--- src/rtl/pacman_motion_controller.sv ---
// Button-driven sprite mover: debounced keys set a direction, every FRAME_DIV frames the clamped position is written (X then Y).
// Latency: frame tick -> first write strobe 2 cycles; no backpressure, the position RAM port always accepts.
module pacman_motion_controller #(
    parameter int DEBOUNCE_CYCLES = 250000,
    parameter int FRAME_DIV       = 2,
    parameter int STEP            = 4,
    parameter int X_MIN           = 0,
    parameter int X_MAX           = 1888,
    parameter int Y_MIN           = 0,
    parameter int Y_MAX           = 1048,
    parameter int X_INIT          = 944,
    parameter int Y_INIT          = 524
) (
    input  logic        clk,
    input  logic        reset_n,
    input  logic [3:0]  key_n,
    input  logic        new_image,
    input  logic        enable,
    output logic [11:0] wr_data,
    output logic [1:0]  wr_addr,
    output logic        wr_en,
    output logic [11:0] pos_x,
    output logic [11:0] pos_y,
    output logic [1:0]  dir,
    output logic        moving
);

    localparam int              CW      = $clog2(DEBOUNCE_CYCLES);
    localparam logic [CW-1:0]   DB_LAST = CW'(DEBOUNCE_CYCLES - 1);
    localparam logic [3:0]      DIV_LAST = 4'(FRAME_DIV - 1);
    localparam logic [12:0]     STEP_W  = 13'(STEP);
    localparam logic [12:0]     XMIN_W  = 13'(X_MIN);
    localparam logic [12:0]     XMAX_W  = 13'(X_MAX);
    localparam logic [12:0]     YMIN_W  = 13'(Y_MIN);
    localparam logic [12:0]     YMAX_W  = 13'(Y_MAX);

    typedef enum logic [2:0] {INIT, IDLE, CALC, WR_X, WR_Y} state_t;

    logic [3:0]    sync1, sync2, accepted, accepted_d, press;
    logic [CW-1:0] db_cnt [4];
    logic          ni_d1, ni_d2, tick, due;
    logic [3:0]    div;
    state_t        state, next_state;
    logic [11:0]   pos_x_nxt, pos_y_nxt, step_x, step_y;
    logic [12:0]   x_w, y_w;

    // A key is accepted only after its synchronized level has disagreed with the accepted level for DEBOUNCE_CYCLES cycles.
    always_ff @(posedge clk or negedge reset_n) begin
        if (!reset_n) begin
            sync1      <= '1;
            sync2      <= '1;
            accepted   <= '1;
            accepted_d <= '1;
            for (int k = 0; k < 4; k++) db_cnt[k] <= '0;
        end else begin
            sync1      <= key_n;
            sync2      <= sync1;
            accepted_d <= accepted;
            for (int k = 0; k < 4; k++) begin
                if (sync2[k] == accepted[k]) begin
                    db_cnt[k] <= '0;
                end else if (db_cnt[k] == DB_LAST) begin
                    accepted[k] <= sync2[k];
                    db_cnt[k]   <= '0;
                end else begin
                    db_cnt[k] <= db_cnt[k] + 1'b1;
                end
            end
        end
    end

    assign press = accepted_d & ~accepted;

    always_ff @(posedge clk or negedge reset_n) begin
        if (!reset_n) begin
            dir    <= 2'd0;
            moving <= 1'b0;
        end else if (press != 4'd0) begin
            moving <= 1'b1;
            if (press[0])      dir <= 2'd0;
            else if (press[1]) dir <= 2'd1;
            else if (press[2]) dir <= 2'd2;
            else               dir <= 2'd3;
        end
    end

    always_ff @(posedge clk or negedge reset_n) begin
        if (!reset_n) begin
            ni_d1 <= 1'b0;
            ni_d2 <= 1'b0;
            tick  <= 1'b0;
            div   <= 4'd0;
        end else begin
            ni_d1 <= new_image;
            ni_d2 <= ni_d1;
            tick  <= ni_d1 & ~ni_d2;
            if (tick) div <= (div == DIV_LAST) ? 4'd0 : div + 4'd1;
        end
    end

    assign due = tick && (div == DIV_LAST);
    assign x_w = {1'b0, pos_x};
    assign y_w = {1'b0, pos_y};

    // Clamp tests are done in 13 bits so a decrement below zero saturates instead of wrapping.
    always_comb begin
        step_x = pos_x;
        step_y = pos_y;
        case (dir)
            2'd0: step_y = (y_w < YMIN_W + STEP_W) ? 12'(Y_MIN) : 12'(y_w - STEP_W);
            2'd1: step_y = (y_w + STEP_W > YMAX_W) ? 12'(Y_MAX) : 12'(y_w + STEP_W);
            2'd2: step_x = (x_w < XMIN_W + STEP_W) ? 12'(X_MIN) : 12'(x_w - STEP_W);
            default: step_x = (x_w + STEP_W > XMAX_W) ? 12'(X_MAX) : 12'(x_w + STEP_W);
        endcase
    end

    always_comb begin
        next_state = state;
        pos_x_nxt  = pos_x;
        pos_y_nxt  = pos_y;
        case (state)
            INIT: next_state = WR_X;
            IDLE: if (due && moving && enable) next_state = CALC;
            CALC: begin
                next_state = WR_X;
                pos_x_nxt  = step_x;
                pos_y_nxt  = step_y;
            end
            WR_X: next_state = WR_Y;
            WR_Y: next_state = IDLE;
            default: next_state = INIT;
        endcase
    end

    // Write port is registered from next_state so the strobe lines up with the state it belongs to.
    always_ff @(posedge clk or negedge reset_n) begin
        if (!reset_n) begin
            state   <= INIT;
            pos_x   <= 12'(X_INIT);
            pos_y   <= 12'(Y_INIT);
            wr_en   <= 1'b0;
            wr_addr <= 2'd0;
            wr_data <= 12'd0;
        end else begin
            state   <= next_state;
            pos_x   <= pos_x_nxt;
            pos_y   <= pos_y_nxt;
            wr_en   <= (next_state == WR_X) || (next_state == WR_Y);
            wr_addr <= (next_state == WR_Y) ? 2'd1 : 2'd0;
            if (next_state == WR_X)      wr_data <= pos_x_nxt;
            else if (next_state == WR_Y) wr_data <= pos_y_nxt;
            else                         wr_data <= 12'd0;
        end
    end

endmodule
--- config.mk ---
export PLATFORM = sky130hd
export DESIGN_NAME = pacman_motion_controller
export DESIGN_NICKNAME = d
export VERILOG_FILES = /design/src/rtl/pacman_motion_controller.sv
export SDC_FILE = /design/constraint.sdc
export NUM_CORES = 1
export LEC_CHECK = 0
export BUFFER_PORTS_ARGS = -buffer_cell sky130_fd_sc_hd__buf_2
export CAP_MARGIN = 30
export CORE_MARGIN = 8
export CORE_UTILIZATION = 35
export CTS_CLUSTER_SIZE = 12
export DETAILED_ROUTE_END_ITERATION = 16
export SYNTH_ARGS = -nofsm -noshare
export SYNTH_HDL_FRONTEND = slang
export SYNTH_SLANG_ARGS = --single-unit
--- constraint.sdc ---
create_clock -name clk -period 2.58 [get_ports clk]
set_clock_uncertainty 0.05 [all_clocks]
set_input_delay 0.516 -clock clk [delete_from_list [all_inputs] [get_ports clk]]
set_output_delay 0.516 -clock clk [all_outputs]
set_load 0.02 [all_outputs]
## Yosys cells after proc, flatten, opt, wreduce, memory -nomap -nowiden

Index checks and enable logic that the tools add are counted.

| storage, ports and cells | value |
|---|---|
| flip-flop bits (word level) | 139 |
| bits in latches | 0 |
| bits in writable memories | 0 |
| memory bits (read-only) | 0 |
| input port bits | 8 |
| word-level logic and storage cells | 99 |
| memories kept | 0 |

| cells by class | value |
|---|---|
| add/subtract/negate cells | 9 |
| multipliers | 0 |
| div/mod/pow operators | 0 |
| order comparisons | 4 |
| eq/ne operators | 17 |
| shift-type cells | 0 |
| mux-type cells | 25 |
| bitwise gates (word level) | 8 |
| reductions and logical operators | 13 |

Operator list:

| operator | number |
|---|---|
| $mux W18 | 8 |
| $mux W12 | 8 |
| $add A18 B1 Y18 const B | 4 |
| $eq A18 B18 Y1 const B | 4 |
| $pmux W12 S2 | 2 |
| $add A12 B3 Y13 const B | 2 |
| $gt A13 B11 Y1 const B | 2 |
| $lt A12 B3 Y1 const B | 2 |
| $sub A12 B3 Y12 const B | 2 |
| $pmux W3 S4 | 1 |
| $eq A3 B2 Y1 const B | 3 |
| $reduce_and A2 Y1 | 4 |
| $eq A3 B3 Y1 const B | 2 |
| $not A1 Y1 | 5 |
| $add A4 B1 Y4 const B | 1 |
| $and A4 B4 Y4 | 1 |
| $eq A1 B1 Y1 | 4 |
| $eq A4 B1 Y1 const B | 1 |
| $mux W2 | 2 |
| $mux W4 | 1 |
| $not A4 Y4 | 1 |
| $reduce_bool A4 Y1 | 1 |
| $reduce_or A2 Y1 | 2 |
| $eq A3 B1 Y1 const B | 1 |
| 9 further kinds | 12 |

## Logic depth before layout (Yosys ltp)

| logic depth | value |
|---|---|
| depth in word-level cells | 9 |
| gate-level depth with buffers | 10 |

## Worst setup path after synthesis

OpenSTA, ideal clock, no wires.

| timing | value |
|---|---|
| path type | flip-flop to flip-flop |
| start | register pos_y[2] |
| end | register pos_y[4] |
| arrival | 2309 ps |
| required time | 2426 ps |
| setup slack | 117 ps |
| stages on the path, launching flop included | 9 |
| clock period less this slack | 2463 ps |
| cells stage by stage | dfstp_2 ha_1 clkbuf_1 a21boi_0 mux2_4 a22oi_2 o31ai_2 or4_4 o311ai_1 |

| on the way | value |
|---|---|
| word-level cells in the longest chain between the ends | 5 |

Ends and longest elaborated chain:

| item | RTL line | RTL |
|---|---|---|
| start, declared | 23 | `output logic [11:0] pos_y,` |
| start signal, assigned | 140 | `pos_y <= 12'(Y_INIT);` |
| start signal, assigned | 147 | `pos_y <= pos_y_nxt;` |
| $add A12 B3 Y13 | 111 | `2'd1: step_y = (y_w + STEP_W > YMAX_W) ? 12'(Y_MAX) : 12'(y_w + STEP_W);` |
| $gt A13 B11 Y1 | 111 |  |
| $mux W12 | 111 |  |
| $pmux W12 S2 (*) | 109 | `case (dir)` |
| $mux W12 (*) | 121 | `case (state)` |
| via pos_y_nxt[4] | 44 | `logic [11:0] pos_x_nxt, pos_y_nxt, step_x, step_y;` |

The timed path passes the listed nets; every way through them passes the cells marked *.
A chain may end at the register's enable or synchronous reset.

## Final worst setup path

Ends and elaborated chain as after synthesis.

==> out/metrics.csv <==
stage,metric,value,unit
cts,H-tree depth,4,
sta,Final Setup Violations,0,
synthesis,Syn. warnings,0,
route,via/cell ratio,5.07,
floorplan,Initial Util,35.2,%
worst_setup_path,worst setup path end,pos_y[4],
layout,post-layout util,41.6,%
synthesis,Synth Area in Adders,1.71,%
status,failing checks,hold timing,
synthesis,most area-consuming cells after synthesis,"dfrtp_1, dfstp_2, nor2_1, xor2_1, xnor2_1",
cts,CTS tree,yes,
worst_setup_path,crit path buf inv count,0,
global_routing,Tot GR Track Use,13.4,%
worst_setup_path,CP Cell Sequence,and3_1 > nand4_1 > mux2_4 > a22oi_2 > o31ai_4 > or4_4 > o311ai_1,
synthesis,synthesized area,7310,sq um
cts,Clock Tree Buf Depth,2,
layout,share of cells above drive strength 1,20.3,%
global_routing,met1 Use GR,17.0,%
synthesis,Post-Synth XOR/XNOR Area,9.59,%
cts,root buf cell,clkbuf_16,
cts,clk_lat worst skew,0.42,ns
sta,worst hold slack,-0.000612,ns
placement,GP Congestion,0.847,
synthesis,syn_area_per_cell,9.64,sq um
worst_setup_path,Crit Path Category,reg2reg,
floorplan,DIE AREA,25800,sq um
route,Post-Route WL,16.9,mm
synthesis,Synth Register Bits,139,
status,status,finished with violations,
synthesis,post-synthesis cell type count,77,
hold_path,worst hold-check path type,in2async,
synthesis,largest family of logic cells by synthesized area,simple AND/OR/NAND/NOR gates,
synthesis,cells after synthesis,758,
sta,Tmin final,2.45,ns
cts,TritonCTS Buffers,17,
placement,PortBufs,48,
global_routing,busiest grt layer,met2,
layout,most frequent cells in the layout,"dfrtp_1, nor2_1, nand2_1",
job,max cap viols,0,
synthesis,largest area contributor in the netlist,dfrtp_1,
sta,Fmax achieved,0.408,GHz
route,drt drc,0,
cts,Sink Count,139,
route,drt pass-1 iters,4,
layout,Ant. Diodes,0,
synthesis,mux cell area share after synthesis,1.28,%
worst_setup_path,CP startpoint,pos_y[2],
floorplan,Die Width,160,microns
sta,TNS Setup,0,ns
global_routing,first-pass GRT wire length,28.3,mm
sta,"Hold Vio Cnt, Final",2,
power,power per cell area,556,nW/um^2
worst_setup_path,critical path's top delay family,simple AND/OR/NAND/NOR gates,
global_routing,vias in the first global route,5596,
floorplan,Die Y,160,microns
synthesis,ys flop type,dfrtp_1,
global_routing,met3 Use GR,3.61,%
synthesis,Post-synth EDFFs,0,
floorplan,I/O pins,50,
worst_setup_path,reg2reg start,pos_y[2],
sta,final slew viol count,0,
synthesis,share of the synthesized area in the top cell type,39.4,%
worst_setup_path,Worst EP required,2.84,ns
route,routed via count,5667,
cts,"Reg clk slew, reported paths",0.06,ns
synthesis,post-synthesis sequential area ratio,48.0,%
placement,placed cell areas,7980,sq um
power,Leak,3.76,nW
synthesis,compound-cell area share of the yosys netlist,12.1,%
sta,Final WS setup,0.132,ns
worst_setup_path,reg2reg setup slack,0.13,ns
layout,nets,847,
placement,dpl hpwl,11.9,mm
floorplan,row cnt,53,
placement,Post-Place Setup Slack,0.103,ns
worst_setup_path,CP startpoint kind,register,
worst_setup_path,worst reg2reg path depth,7,
cts,Post-CTS Hold Fix Bufs,0,
route,Routed Antenna Nets,0,
worst_setup_path,reg-to-reg endpoint,pos_y[4],
floorplan,Core Area,20800,sq um
synthesis,syn_nets,776,
route,Iter 0 DRT Violations,319,
sta,fin crit share,94.9,%
worst_setup_path,Worst path max stage delay,0.64,ns
global_routing,gr ovfl total,0,
sta,Rel. slew slack,61.4,%
synthesis,Synth Area in Simple Gates,23.7,%
worst_setup_path,crit path capture type,register,
power,Max IR drop VDD,0.473,mV
worst_setup_path,worst-path fanout max,9,
layout,"commonest non-fill, non-tap cell in the layout",dfrtp_1,
route,drt wl/cell,15.1,microns
sta,RSZ-0062 raised after global routing,no,
layout,area grow syn2layout,18.3,%
layout,fin area,8640,sq um
worst_setup_path,Worst EP arrival,2.70,ns
global_routing,largest net degree at the start of global routing,62,
global_routing,initial antenna violation count,0,
sta,worst slew pin tran,0.579,ns
synthesis,asr flop ratio synth,100,%
global_routing,GR Layer Usage met2,21.4,%
worst_setup_path,Worst path depth,7,
worst_setup_path,"Slowest-stage cell, CP",dfstp_2,
## Yosys cell counts, types with 7 or more instances
cell type	number
a21oi_1	25
a22o_1	7
a31oi_1	16
and3_1	18
buf_2	9
buf_4	7
clkbuf_1	18
dfrtp_1	115
dfstp_2	24
ha_1	10
inv_1	20
nand2_1	54
nand2b_1	11
nand3_1	46
nor2_1	111
nor2b_1	12
nor3_1	23
nor4_1	14
o21ai_0	21
o22ai_1	7
xnor2_1	39
xor2_1	41
## logic make-up after synthesis
logic type,Yosys count
XOR/XNOR,80
other,1
AO/OA/AOI/OAI,126
buffers and inverters,57
flip-flops,139
AND/OR/NAND/NOR,337
multiplexers,8
adder cells (fa/ha/maj),10
## power breakdown
group	total, mW	switching [mW]	internal (mW)
combinational	0.114	0.0798	0.0345
clock	2.45	0.939	1.51
sequential	2.24	0.0232	2.22
total	4.80	1.04	3.76
## stage by stage
stage / instances / power (mW)
5_1_grt: 1117 / 4.98
2_1_floorplan: 758 / 2.33
6_report: 1117 / 4.80
3_5_place_dp: 1079 / 2.40
3_3_place_gp: 1079 / 2.40
4_1_cts: 1111 / 4.86
## flip-flops by register name, indices dropped and copies added (netlist names)
signal	flops
db_cnt	72
pos_x	12
pos_y	12
wr_data	12
accepted	4
accepted_d	4
div	4
sync1	4
sync2	4
state	3
dir	2
moving	1
ni_d1	1
ni_d2	1
tick	1
wr_addr	1
wr_en	1
## what timing repair did
action,in CTS,in global routing
endpoints found under the setup margin,0,8
gates resized for setup,0,5
setup buffers,0,6
## metal layers
layer	part of all wire, %	routed length (microns)
met1	46	7860
met2	47	7960
met3	4.6	785
met4	1.8	310
met5	0	0
## how the worst min path moves through the flow
stage | from | end | cells after the start
finish | reset_n | db_cnt[43] | 1
global route | reset_n | db_cnt[41] | 1
CTS | reset_n | db_cnt[47] | 1
detailed placement | sync1[1] | sync2[1] | 0
global placement | sync1[1] | sync2[1] | 0
floorplan | reset_n | db_cnt[0] | 0
## area by class of cell
class | instances | area [sq um]
fillers | 2043 | 12100
multi-input cells | 562 | 3560
flip-flops and latches | 139 | 3510
repair buffers | 88 | 559
clock buffers | 24 | 482
well taps | 275 | 344
clock inverters | 8 | 109
inverters | 21 | 78.8
## worst register-to-register path, cell delays in order (launching register included)
cell	delay, ns
dfstp_2	0.64
and3_1	0.28
nand4_1	0.14
mux2_4	0.33
a22oi_2	0.23
o31ai_4	0.12
or4_4	0.44
o311ai_1	0.10
No activity file was read; power rests on OpenSTA's default activity.
